--- config.mk ---
export PLATFORM = sky130hd
export DESIGN_NAME = systolic_input_collector
export DESIGN_NICKNAME = d
export VERILOG_FILES = /design/src/rtl/systolic_input_collector.sv
export SDC_FILE = /design/constraint.sdc
export NUM_CORES = 2
export LEC_CHECK = 0
export BUFFER_PORTS_ARGS = -buffer_cell sky130_fd_sc_hd__buf_4
export CAP_MARGIN = 5
export CORE_AREA = 2 2 288 261
export DETAILED_ROUTE_END_ITERATION = 10
export DIE_AREA = 0 0 290 263
export PLACE_DENSITY = 0.75
export SKIP_CTS_REPAIR_TIMING = 1
export SLEW_MARGIN = 40
export SYNTH_ARGS = -nofsm -noshare
export SYNTH_HDL_FRONTEND = slang
export SYNTH_SLANG_ARGS = --single-unit
--- constraint.sdc ---
create_clock -name clk -period 2.63 [get_ports clk]
set_input_delay 0 -clock clk [delete_from_list [all_inputs] [get_ports clk]]
set_output_delay 0 -clock clk [all_outputs]
set_load 0.01 [all_outputs]
--- src/rtl/systolic_input_collector.sv ---
// Input-side collector for the systolic MAC array: packs BEATS narrow beats into one operand
// vector, pulses start_mult, then holds off upstream until done. Option: SYSTOLIC_IN_PARITY_EN.
module systolic_input_collector #(
    parameter  int IN_WIDTH  = 64,
    parameter  int OUT_WIDTH = 512,
    localparam int BEATS     = OUT_WIDTH / IN_WIDTH,
    localparam int CW        = (BEATS > 1) ? $clog2(BEATS) : 1
) (
    input  logic                 clk,
    input  logic                 reset,
    input  logic                 src_valid,
    output logic                 src_ready,
    input  logic [IN_WIDTH-1:0]  data_in,
`ifdef SYSTOLIC_IN_PARITY_EN
    input  logic                 data_in_par,
    output logic                 par_err,
`endif
    input  logic                 done_matrix_mult,
    output logic [OUT_WIDTH-1:0] data_out,
    output logic                 start_mult,
    output logic                 busy,
    output logic [CW-1:0]        beat_count
);

    typedef enum logic [1:0] {
        ST_COLLECT = 2'd0,
        ST_ISSUE   = 2'd1,
        ST_WAIT    = 2'd2
    } state_t;

    state_t                 state_r;
    state_t                 state_s;
    logic                   src_ready_r;
    logic                   src_ready_s;
    logic                   busy_r;
    logic                   busy_s;
    logic                   start_r;
    logic                   start_s;
    logic [CW-1:0]          beat_count_r;
    logic [OUT_WIDTH-1:0]   pack_r;
    logic [OUT_WIDTH-1:0]   pack_s;
    logic [OUT_WIDTH-1:0]   data_out_r;
    logic                   accept_s;
    logic                   last_beat_s;

    assign accept_s    = src_valid && src_ready_r;
    assign last_beat_s = (beat_count_r == CW'(BEATS - 1));

    assign src_ready  = src_ready_r;
    assign busy       = busy_r;
    assign start_mult = start_r;
    assign beat_count = beat_count_r;
    assign data_out   = data_out_r;

    // State register
    always_ff @(posedge clk or negedge reset) begin
        if (!reset) begin
            state_r <= ST_COLLECT;
        end else begin
            state_r <= state_s;
        end
    end

    // Next-state logic; done is only observed while waiting
    always_comb begin
        state_s = state_r;
        case (state_r)
            ST_COLLECT: begin
                if (accept_s && last_beat_s) state_s = ST_ISSUE;
                else                         state_s = ST_COLLECT;
            end
            ST_ISSUE: state_s = ST_WAIT;
            ST_WAIT: begin
                if (done_matrix_mult) state_s = ST_COLLECT;
                else                  state_s = ST_WAIT;
            end
            default: state_s = ST_COLLECT;
        endcase
    end

    // Output decode from the next state so the handshake outputs come straight from flops
    always_comb begin
        src_ready_s = 1'b0;
        busy_s      = 1'b0;
        start_s     = 1'b0;
        case (state_s)
            ST_COLLECT: src_ready_s = 1'b1;
            ST_ISSUE: begin
                busy_s  = 1'b1;
                start_s = 1'b1;
            end
            ST_WAIT:  busy_s = 1'b1;
            default:  src_ready_s = 1'b1;
        endcase
    end

    // Registered handshake/status outputs
    always_ff @(posedge clk or negedge reset) begin
        if (!reset) begin
            src_ready_r <= 1'b1;
            busy_r      <= 1'b0;
            start_r     <= 1'b0;
        end else begin
            src_ready_r <= src_ready_s;
            busy_r      <= busy_s;
            start_r     <= start_s;
        end
    end

    // Pack image with the incoming beat dropped into its slot
    always_comb begin
        pack_s = pack_r;
        for (int k = 0; k < BEATS; k++) begin
            if (beat_count_r == CW'(k)) pack_s[k*IN_WIDTH +: IN_WIDTH] = data_in;
            else                        pack_s[k*IN_WIDTH +: IN_WIDTH] = pack_r[k*IN_WIDTH +: IN_WIDTH];
        end
    end

    // Beat packing; data_out is only reloaded on completion so refill cannot disturb the array
    always_ff @(posedge clk or negedge reset) begin
        if (!reset) begin
            pack_r       <= '0;
            data_out_r   <= '0;
            beat_count_r <= '0;
        end else if (accept_s) begin
            pack_r <= pack_s;
            if (last_beat_s) begin
                data_out_r   <= pack_s;
                beat_count_r <= '0;
            end else begin
                beat_count_r <= beat_count_r + CW'(1);
            end
        end else begin
            pack_r       <= pack_r;
            data_out_r   <= data_out_r;
            beat_count_r <= beat_count_r;
        end
    end

`ifdef SYSTOLIC_IN_PARITY_EN
    logic par_err_r;

    function automatic logic parity_bad(input logic [IN_WIDTH-1:0] d, input logic p);
        return ^{d, p};
    endfunction

    assign par_err = par_err_r;

    // Sticky parity flag; the beat is still used, only flagged
    always_ff @(posedge clk or negedge reset) begin
        if (!reset) begin
            par_err_r <= 1'b0;
        end else if (accept_s && parity_bad(data_in, data_in_par)) begin
            par_err_r <= 1'b1;
        end else begin
            par_err_r <= par_err_r;
        end
    end
`endif

endmodule

==> qor.txt <==
result of the run: complete, no violations
CTS Sinks: 968
total placed instance area: 45600 um2
RSZ-0062 raised after global routing: false
switching share of power: 0.337
Largest delay share family, worst path: buffers and inverters
maximum capacitance violations: 0
max-slew violation count: 0
post-synth top area cell: sky130_fd_sc_hd__dfrtp_1
post-layout net count: 3903
Data arrival, critical path: 2660 ps
vias in the first global route: 26900
reg-to-reg slack, setup: 460 ps
startpoint of the lowest-slack hold path: data_in[15]
internal power of the cells: 41.3 mW
area share of the largest cell type after synthesis: 0.605
number of standard cells after synthesis: 3264
Ant. Diodes: 0
initial core utilization: 0.547
fraction of power consumed by the clock network: 0.221
shortest period the worst path allows: 2170 ps
final setup fails: 0
worst relative slew slack: 0.361
terminating pin of the worst hold path: data_out[463]
min setup slack post-route: 464 ps
yosys warns: 0
Setup CP Type: reg2reg
number of antenna-violating nets in the routed design: 0
final routed wirelength across all metal layers: 108 mm
die outline width: 290 um
DPL Wire Length: 67.9 mm
total negative setup slack: 0 ps
measured slew at the worst slew-check pin: 955 ps
endpoint kind of the worst setup timing path: register
placement-stage worst setup slack: 484 ps
residual overflow from global routing: 0
largest net degree at the start of global routing: 123
synth unique cells: 22
Register Area: 24200 um2
number of levels in the clock H-tree: 3
total buffers and inverters traversed by the critical path: 2
reg2reg path depth: 6
wire length of the first global-routing pass: 164 mm
power after layout: 62.3 mW
share of post-route cells with drive strength above 1: 0.321
cts bufs inserted: 95
total standard cell area after synthesis: 40000 um2
number of buffer cells added on primary ports: 585
share of the clock period used by the worst path after layout: 0.824
Iter 0 DRT Violations: 1875
All-Layer GR Usage: 0.278
number of fill cells in the layout: 5319
top fanout value on the critical path: 67
Hold Slack: 223 ps
routed length per placed instance: 22.2 um
TritonCTS clock tree: yes
post-synth net total: 3339
WHS Path Cells: 4
multi-input gate area in the final layout: 14600 um2
Crit-path slowest cell: sky130_fd_sc_hd__dfrtp_1
detailed-routing iteration count for the pre-antenna-repair pass: 5
Area Overhead vs Synth: 23.8%
clock-pin slew on the worst setup and hold paths: 60 ps
kind of start point of the critical path: register
final weighted congestion of routability-driven global placement: 0.802
final number of hold-violating endpoints: 0
final standard cell area without fillers: 49500 um2
Critical Path, Cell by Cell: ha_1, ha_1, nand3_4, buf_12, buf_12, o21ai_0
f_max: 0.462 GHz
synthesized area per cell: 12.2 um2
share of power burned in combinational logic: 0.359
number of DRC violations after detailed routing: 0
worst reg2reg path endpoint: data_out[139]
delay of the slowest critical-path stage: 430 ps
sequential cell fraction of total power: 0.420
chip height: 263 um
Clock Path Buffers: 3
Setup Skew: 18.6 ps
initial antenna violation count: 0
launching point of the worst reg2reg path: beat_count[0]
num ports: 586
via count: 27100
top cells by area in the synthesized netlist: sky130_fd_sc_hd__dfrtp_1, sky130_fd_sc_hd__mux2_2, sky130_fd_sc_hd__mux2i_1
root buffer cell: sky130_fd_sc_hd__clkbuf_16
data required time of the critical path: 3130 ps
Core Footprint: 73000 um2
sequential element share of the synthesized area: 0.606
net switching power figure: 21.0 mW
Worst VDD drop: 0.000645 V
leakage power figure: 25.5 nW
number of synthesized register bits: 968
die area: 76300 um2
Rows: 94
total power divided by cell area: 1260 nW/um2
worst hold-check path type: in2reg
clk_lat worst skew: 650 ps
vias per cell: 5.58
[state kept, by name, summed over array words and instances, names as in the netlist]
name        flops
pack_r        448
beat_count      3
data_out      512
src_ready       1
state_r         2
busy            1
start_mult      1
[cell usage after synthesis]
cell type                  count
sky130_fd_sc_hd__nand2_1     646
sky130_fd_sc_hd__nor3_1        1
sky130_fd_sc_hd__mux2i_1     449
sky130_fd_sc_hd__dfrtp_1     967
sky130_fd_sc_hd__buf_4        32
sky130_fd_sc_hd__nand3_4       6
sky130_fd_sc_hd__nor2_1        1
sky130_fd_sc_hd__buf_2        92
sky130_fd_sc_hd__o21ai_0     451
sky130_fd_sc_hd__clkbuf_1    149
sky130_fd_sc_hd__ha_1          7
sky130_fd_sc_hd__and3_1        1
sky130_fd_sc_hd__mux2_1       33
sky130_fd_sc_hd__inv_1         5
sky130_fd_sc_hd__nand2_2       1
sky130_fd_sc_hd__or3_1         1
sky130_fd_sc_hd__dfstp_2       1
sky130_fd_sc_hd__mux2_2      415
sky130_fd_sc_hd__and2_1        1
sky130_fd_sc_hd__nand2b_1      3
sky130_fd_sc_hd__nand3_1       1
sky130_fd_sc_hd__clkbuf_2      1
[per-layer routing]
metal  GRT usage  wire (um)
met5           0          0
met4      0.0899       3330
met3      0.0491       5870
met2       0.447      51600
met1       0.388      46900
[logic make-up (layout without fill, tap and decap cells)]
logic type,after synthesis,after routing,share of synthesized area
and+or+nand+nor,662,662,0.0647
muxes,897,897,0.239
buffers and inverters,279,915,0.0321
adders and majority gates,7,7,0.00219
AOI/OAI and AO/OA,451,451,0.0565
DFF,968,968,0.606
[worst max-delay path by stage]
stage                  start  slack, ps             to  depth (start not counted)
6_report       beat_count[0]        460  data_out[139]                          6
2_1_floorplan  beat_count[0]        680           busy                          9
4_1_cts        beat_count[0]        450    pack_r[314]                          5
3_3_place_gp   beat_count[0]        540    pack_r[314]                          5
3_5_place_dp   beat_count[0]        480    pack_r[314]                          5
5_1_grt                reset        240  data_out[261]                          4
[worst min-delay path, cell delays in order]
cell	delay [ps]
sky130_fd_sc_hd__dlygate4sd3_1	530
sky130_fd_sc_hd__buf_4	190
sky130_fd_sc_hd__nand2_1	70
sky130_fd_sc_hd__nand2_1	40
[power by group through the flow]
stage	Clock [mW]	Sequential, mW	Combinational [mW]
after global routing	14.6	26.9	24.3
after CTS	14.0	26.1	22.5
after detailed placement	0	26.2	22.3
final	13.8	26.2	22.3
after global placement	0	26.0	21.6
after floorplan	0	26.4	11.5
[area by class of cell]
type,instances,share of cell area
clock buffer,144,0.0577
sequential,968,0.490
tap,960,0.0243
multi-input combinational,2017,0.294
inverter,5,0.000379
clock inverter,25,0.00673
timing repair buffer,741,0.127
[stage by stage]
| stage | utilization | std cells |
|---|---|---|
| 6_report | 0.677 | 4860 |
| 3_5_place_dp | 0.624 | 4622 |
| 3_3_place_gp | 0.624 | 4622 |
| 2_1_floorplan | - | 3264 |
| 5_1_grt | 0.677 | 4860 |
| 4_1_cts | 0.668 | 4791 |
[placed cells by master (no fill, tap or decap)]
cell type / Yosys / layout
sky130_fd_sc_hd__dfrtp_1: 967 / 967
sky130_fd_sc_hd__nand2_1: 646 / 643
sky130_fd_sc_hd__buf_4: 32 / 627
sky130_fd_sc_hd__o21ai_0: 451 / 451
sky130_fd_sc_hd__mux2i_1: 449 / 449
sky130_fd_sc_hd__mux2_2: 415 / 415
sky130_fd_sc_hd__clkbuf_16: 0 / 97
sky130_fd_sc_hd__dlygate4sd3_1: 0 / 69
sky130_fd_sc_hd__buf_12: 0 / 44
sky130_fd_sc_hd__mux2_1: 33 / 33
sky130_fd_sc_hd__clkbuf_8: 0 / 25
sky130_fd_sc_hd__clkbuf_1: 149 / 22
sky130_fd_sc_hd__clkinv_2: 0 / 13
sky130_fd_sc_hd__nand3_4: 6 / 7
sky130_fd_sc_hd__ha_1: 7 / 6
sky130_fd_sc_hd__inv_1: 5 / 5
sky130_fd_sc_hd__bufinv_16: 0 / 5
sky130_fd_sc_hd__nand2_4: 0 / 4
sky130_fd_sc_hd__nand2b_4: 0 / 3
sky130_fd_sc_hd__inv_16: 0 / 2
sky130_fd_sc_hd__clkinv_8: 0 / 2
sky130_fd_sc_hd__clkinvlp_4: 0 / 2
sky130_fd_sc_hd__nor2_1: 1 / 1
sky130_fd_sc_hd__nor3_1: 1 / 1
sky130_fd_sc_hd__and3_4: 0 / 1
sky130_fd_sc_hd__and2_1: 1 / 1
sky130_fd_sc_hd__or3_1: 1 / 1
sky130_fd_sc_hd__ha_4: 0 / 1
sky130_fd_sc_hd__clkinv_16: 0 / 1
sky130_fd_sc_hd__buf_8: 0 / 1
sky130_fd_sc_hd__dfstp_2: 1 / 1
Note: power is estimated with default switching activity, not from simulation.
